===== src/rtl/mem_access_pkg.sv =====
// mem_access_pkg: shared FSM states and constants for the load/store unit
package mem_access_pkg;
  typedef enum logic [1:0] {IDLE, BUSY, RESP} state_t;
  localparam logic [3:0] BE_WORD = 4'hF;
  localparam logic [3:0] BE_NONE = 4'h0;
  localparam int WAIT_W = 8;
endpackage


===== src/rtl/byte_lane_sel.sv =====
// byte_lane_sel: store byte-enable/lane replication and load lane extraction
module byte_lane_sel
  import mem_access_pkg::*;
(
  input  logic [1:0]  st_lane,
  input  logic        st_byte,
  input  logic [31:0] st_wdata,
  output logic [3:0]  st_be,
  output logic [31:0] st_data,
  input  logic [1:0]  ld_lane,
  input  logic        ld_byte,
  input  logic [31:0] ld_rdata,
  output logic [31:0] ld_data
);
  always_comb begin
    st_be   = st_byte ? 4'b0001 << st_lane : BE_WORD;
    st_data = st_byte ? {4{st_wdata[7:0]}} : st_wdata;
    ld_data = ld_byte ? {24'h0, ld_rdata[{ld_lane, 3'b000} +: 8]} : ld_rdata;
  end
endmodule


===== src/rtl/mem_access_unit.sv =====
// mem_access_unit: load/store RAM access FSM; byte lanes enabled by MEM_ACCESS_BYTE_EN
module mem_access_unit
  import mem_access_pkg::*;
#(
  parameter int ADDR_W   = 11,
  parameter int MAX_WAIT = 15
) (
  input  logic              clk,
  input  logic              rst,
  input  logic              req_valid,
  output logic              req_ready,
  input  logic              req_load,
  input  logic              req_byte,
  input  logic [31:0]       req_addr,
  input  logic [31:0]       req_wdata,
  input  logic [3:0]        req_rd,
  output logic              ram_en,
  output logic              ram_wr,
  output logic [ADDR_W-1:0] ram_addr,
  output logic [31:0]       ram_wdata,
  output logic [3:0]        ram_be,
  input  logic [31:0]       ram_rdata,
  input  logic              ram_ack,
  output logic              wb_valid,
  output logic [3:0]        wb_addr,
  output logic [31:0]       wb_data,
  output logic              stall,
  output logic              err
);
  state_t state;
  logic [WAIT_W-1:0] cnt;
  logic load_q;
  logic [3:0] rd_q;
  logic [3:0] st_be;
  logic [31:0] st_data, ld_data;
  logic unused_bits;
`ifdef MEM_ACCESS_BYTE_EN
  logic [1:0] lane_q;
  logic byte_q;
  byte_lane_sel u_lane (
    .st_lane (req_addr[1:0]),
    .st_byte (req_byte),
    .st_wdata(req_wdata),
    .st_be   (st_be),
    .st_data (st_data),
    .ld_lane (lane_q),
    .ld_byte (byte_q),
    .ld_rdata(ram_rdata),
    .ld_data (ld_data)
  );
  always_ff @(posedge clk or posedge rst)
    if (rst) begin
      lane_q <= '0;
      byte_q <= 1'b0;
    end else if (state == IDLE && req_valid) begin
      lane_q <= req_addr[1:0];
      byte_q <= req_byte;
    end
  assign unused_bits = ^req_addr[31:ADDR_W+2];
`else
  assign st_be = BE_WORD;
  assign st_data = req_wdata;
  assign ld_data = ram_rdata;
  assign unused_bits = ^{req_addr[31:ADDR_W+2], req_addr[1:0], req_byte};
`endif
  // Handshake strobes decode the async-reset state so reset drops them at once.
  assign req_ready = state == IDLE;
  assign stall = state != IDLE;
  assign ram_en = state == BUSY;
  assign ram_wr = ram_en & ~load_q;
  assign wb_valid = state == RESP;
  assign wb_addr = rd_q;
  always_ff @(posedge clk or posedge rst)
    if (rst) begin
      state <= IDLE;
      cnt <= '0;
      load_q <= 1'b0;
      rd_q <= '0;
      ram_addr <= '0;
      ram_wdata <= '0;
      ram_be <= BE_NONE;
      wb_data <= '0;
      err <= 1'b0;
    end else begin
      err <= 1'b0;
      case (state)
        IDLE: if (req_valid) begin
          state <= BUSY;
          cnt <= '0;
          load_q <= req_load;
          rd_q <= req_rd;
          ram_addr <= req_addr[ADDR_W+1:2];
          ram_wdata <= st_data;
          ram_be <= req_load ? BE_NONE : st_be;
        end
        BUSY: if (ram_ack) begin
          state <= load_q ? RESP : IDLE;
          if (load_q) wb_data <= ld_data;
        end else if (cnt == WAIT_W'(MAX_WAIT - 1)) begin
          state <= IDLE;
          err <= 1'b1;
        end else cnt <= cnt + 1'b1;
        default: state <= IDLE;
      endcase
    end
endmodule


===== config.mk =====
export PLATFORM = sky130hd
export DESIGN_NAME = mem_access_unit
export DESIGN_NICKNAME = d
export VERILOG_FILES = /design/src/rtl/mem_access_pkg.sv /design/src/rtl/byte_lane_sel.sv /design/src/rtl/mem_access_unit.sv
export SDC_FILE = /design/constraint.sdc
export NUM_CORES = 1
export LEC_CHECK = 0
export CORE_MARGIN = 5
export CORE_UTILIZATION = 36
export DETAILED_ROUTE_END_ITERATION = 8
export HOLD_SLACK_MARGIN = 0.08
export PLACE_DENSITY = 0.77
export REMOVE_ABC_BUFFERS = 1
export SLEW_MARGIN = 5
export SYNTH_ARGS = -nofsm -noshare
export SYNTH_HDL_FRONTEND = slang
export SYNTH_SLANG_ARGS = --single-unit

===== constraint.sdc =====
create_clock -name clk -period 2.59 [get_ports clk]
set_input_delay 0.3885 -clock clk [delete_from_list [all_inputs] [get_ports clk]]
set_output_delay 0.3885 -clock clk [all_outputs]
set_load 0.01 [all_outputs]

### Word-level counts from Yosys, hierarchy flattened

Index checks and enable logic that the tools add are counted.

| operators by class | value |
|---|---|
| add/sub/neg operators | 1 |
| multiply operators | 0 |
| divide/modulo/power cells | 0 |
| order comparisons | 0 |
| equal/unequal tests | 7 |
| shift-type cells | 0 |
| multiplexer cells | 13 |
| bitwise logic cells | 2 |
| reduce and logical (&&, ||, !) cells | 7 |

Operator list:

| operator | count |
|---|---|
| 8-bit 2-to-1 mux | 3 |
| 8-bit case mux with 2 select lines | 1 |
| 8-bit by 1-bit adder with 8-bit output, second input constant | 1 |
| 8-bit by 4-bit equality test with 1-bit output, second input constant | 1 |
| 2-bit 2-to-1 mux | 4 |
| 2-bit != test, second input constant | 3 |
| 4-bit 2-to-1 mux | 1 |
| 2-bit case mux with 2 select lines | 1 |
| 2-bit AND reduction | 2 |
| 4-bit AND reduction | 1 |
| 2-bit nonzero test | 2 |
| 1-bit 2-to-1 mux | 3 |
| 3-bit by 1-bit != test with 1-bit output, second input constant | 1 |
| 3-bit AND reduction | 1 |
| 2-bit by 1-bit equality test with 1-bit output, second input constant | 1 |
| 2-bit equality test, second input constant | 1 |
| 2-bit logical NOT | 1 |
| 1-bit bitwise AND | 1 |
| 1-bit NOT | 1 |

| storage, ports and cells | value |
|---|---|
| flip-flop bits (word level) | 95 |
| latch bits | 0 |
| bits in writable memories | 0 |
| ROM bits | 0 |
| input bits | 106 |
| output and inout port bits | 89 |
| logic and storage cells | 39 |
| memories | 0 |

### Logic depth before layout (Yosys ltp)

| depth | value |
|---|---|
| word-level depth | 4 |
| gate-level depth with buffers | 7 |
| mapped depth without buffers | 7 |

### Worst setup path before layout

OpenSTA, ideal clock, no wires.

| timing path | value |
|---|---|
| path type | register to register |
| from | reg cnt[0] |
| to | reg cnt[1] |
| setup time | 0.125 ns |
| arrival time | 1.355 ns |
| data required time | 2.465 ns |
| path slack | 1.110 ns |
| stages on the path, launching flop included | 8 |
| path buffers | 0 |
| clock period less this slack | 1.480 ns |
| path through | dfrtp_1 -> inv_1 -> ha_1 -> nor3b_1 -> nand3_2 -> nand2b_4 -> inv_2 -> mux2_4 |

| on the way | value |
|---|---|
| cells in the longest elaborated chain, start to end | 4 |
| elaborated cells between the ends (all ways) | 7 |
| classes of those cells | 1 x add/sub; 2 x eq/ne; 3 x mux; 1 x reduce/logical |

Ends and longest elaborated chain:

| element | RTL line | RTL |
|---|---|---|
| from (decl) | mem_access_unit.sv:31 | `logic [WAIT_W-1:0] cnt;` |
| from (signal assigned) | mem_access_unit.sv:102 | `end else cnt <= cnt + 1'b1;` |
| 8-bit by 1-bit adder with 8-bit output | mem_access_unit.sv:102 |  |
| 8-bit 2-to-1 mux | mem_access_unit.sv:99 | `end else if (cnt == WAIT_W'(MAX_WAIT - 1)) begin` |
| 8-bit 2-to-1 mux | mem_access_unit.sv:96 | `BUSY: if (ram_ack) begin` |
| 8-bit case mux with 2 select lines | mem_access_unit.sv:86 | `case (state)` |

Parallel ways exist; a longest one is shown, timed or not. The select of a mux whose other input is x is not followed.
A chain may end at the register's enable or synchronous reset.

### Final worst setup path

| timing path | value |
|---|---|
| from | reg state[1] |
| to | out ram_wr |

| on the way | value |
|---|---|
| cells in the longest elaborated chain, start to end | 2 |

Ends and longest elaborated chain:

| element | RTL line | RTL |
|---|---|---|
| from (decl) | mem_access_unit.sv:30 | `state_t state;` |
| from (signal assigned) | mem_access_unit.sv:97 | `state <= load_q ? RESP : IDLE;` |
| 2-bit by 1-bit equality test with 1-bit output | mem_access_unit.sv:69 | `assign ram_en = state == BUSY;` |
| 1-bit bitwise AND | mem_access_unit.sv:70 | `assign ram_wr = ram_en & ~load_q;` |
| to (decl) | mem_access_unit.sv:18 | `output logic ram_wr,` |

No other way between the ends.

==> reports/qor.csv <==
metric;value;unit
drt-total-wl;9450;um
wl_per_cell;14.5;um
overflow;0;
rsz0062_at_grt;no;
max-cap-violations;0;
die_w;113;um
finalHoldViolations;0;
die_h;113;um
synth_area_leaders;dfrtp_1, nand2_1, mux2_4, buf_6, mux2_2;
fin_crit;2.23;ns
cts_buffers;9;
clock_skew;0.0136;ns
drtIter0Drc;178;
rows;37;
cts_resized;0;
dp_hpwl;6910;um
ant_nets;0;
nets;619;
final_common_cell;clkdlybuf4s50_1;
worst_ep_arrival_time;1.84;ns
place_ws;0.530;ns
num_antenna_cells;0;
fp.dieArea;12700;um2
synth_top_area_share;0.607;
cts.sinks;92;
ir_drop;0.000581;V
maxSlewHeadroom;0.667;
hold_ws;0.461;ns
path_clk_slew;0.09;ns
power_leakage;2.82;nW
worstSetupPathType;flop to output pin;
total_power;0.00643;W
synth_top_area_cell;dfrtp_1;
portBuffers;172;
drive_gt1_frac;0.118;
fill_cells;871;
synthArstFlopShare;1.00;
grt_pass1_wl;15600;um
drc;0;
ys.warnings.count;0;
fin_ws;0.364;ns
antenna_found_initial;0;
cp.required;2.20;ns
cts_htree_levels;3;
synth_seq_cells;92;
area_growth;54.6;%
post-route-util;0.568;
synth_cell_types;36;
postSynthAreaPerCell;11.1;um2
run_status;finished clean;
core_area;10300;um2
root_buffer;clkbuf_8;
post_cts_buffers;0;
final-instance-count-excl-fill;652;
ys_seq_area_frac;0.607;
worstPathMaxFanout;10;
crit_path_start_kind;flop;
synth-edff-count;0;
ctsHoldBuffers;0;
worst_pin_slew;0.499;ns
start_util;0.368;
synthCells;341;
fin_crit_sh;0.860;
grt_max_degree;93;
vias_per_cell;4.46;
end_kind;output pin;
io_pins;195;
post-place-cells;636;
hold_class;input port to async pin;
cts_tree;built;
powerDensity;1100;nW/um2
place_congestion;0.815;
drtPass1Iterations;5;
track_usage;0.150;
vias;2907;
max_freq;449;MHz
clk_path_buf_depth;2;
synthFlopType;dfrtp_1;
setup_viol;0;
grt_pass1_vias;3080;
clk_latency;0.34;ns
drv_slew;0;
final_cell_mix;clkdlybuf4s50_1, nand2_1, dfrtp_1;
syn_area;3790;um2
layer usage:
layer / part of all wire / GRT usage / vias to the layer above
met5: 0 / 0 / -
met4: 0.0089 / 0.0385 / 0
met3: 0.078 / 0.0480 / 9
met2: 0.46 / 0.242 / 116
met1: 0.45 / 0.196 / 1347
li1: - / - / 1435
stage by stage:
stage	instance area (um2)	setup TNS, ns
6_report	5870	0
2_1_floorplan	3680	-17.52
3_3_place_gp	5640	0
3_5_place_dp	5640	0
4_1_cts	5870	0
5_1_grt	5870	0
state kept, by name, indices dropped and copies added (netlist names):
name       cells
cnt            8
err            1
load_q         1
ram_addr      11
ram_be         1
ram_wdata     32
state          2
wb_addr        4
wb_data       32
worst max-delay path: stages, from the launching register on:
cell	delay, ns
dfrtp_1	0.41
nand2b_1	0.35
nor2_1	0.18
clkdlybuf4s50_1	0.55
area by class of cell:
| class | instances | area (um2) | area share |
|---|---|---|---|
| multi-input cells | 225 | 1360 | 0.231 |
| flip-flops and latches | 92 | 2300 | 0.392 |
| clock buffers | 9 | 124 | 0.0211 |
| well taps | 136 | 170 | 0.0290 |
| clock inverters | 7 | 103 | 0.0175 |
| inverters | 6 | 26.3 | 0.00448 |
| repair buffers | 177 | 1780 | 0.304 |
cell usage after synthesis (all sizes together), types with 2 or more instances:
| master | number |
|---|---|
| nand2b | 4 |
| o31ai | 4 |
| clkbuf | 7 |
| and3 | 2 |
| o21ai | 5 |
| nor2b | 2 |
| nand3 | 5 |
| mux2 | 33 |
| dfrtp | 92 |
| buf | 11 |
| nor2 | 6 |
| ha | 2 |
| inv | 6 |
| nand2 | 148 |
path summary, 6_finish.rpt:
kind                         startpoint            to  slack [ns]  cells after the start
hold reg to reg            ram_wdata[9]  ram_wdata[9]        0.48                      2
hold / removal                      rst   wb_data[14]        0.46                      3
max in group asynchronous           rst        cnt[7]        1.74                      3
setup reg to reg               state[1]   wb_data[27]        0.64                      5
min in group clk           ram_wdata[9]  ram_wdata[9]        0.48                      2
setup / recovery               state[1]        ram_wr        0.36                      3
power by group:
group	switching [W]	internal (W)
clock	0.000525	0.000558
sequential	0.000374	0.00206
combinational	0.00116	0.00176
kinds of logic (layout without fill, tap and decap cells):
kind of cell,count (synthesis),count (layout),share of synthesized area
buf+inv,24,199,0.0356
fa+ha+maj,2,2,0.00659
mux,34,34,0.130
simple gates,173,173,0.192
compound gates,16,16,0.0290
flops,92,92,0.607
No activity file was read; power rests on OpenSTA's default activity.
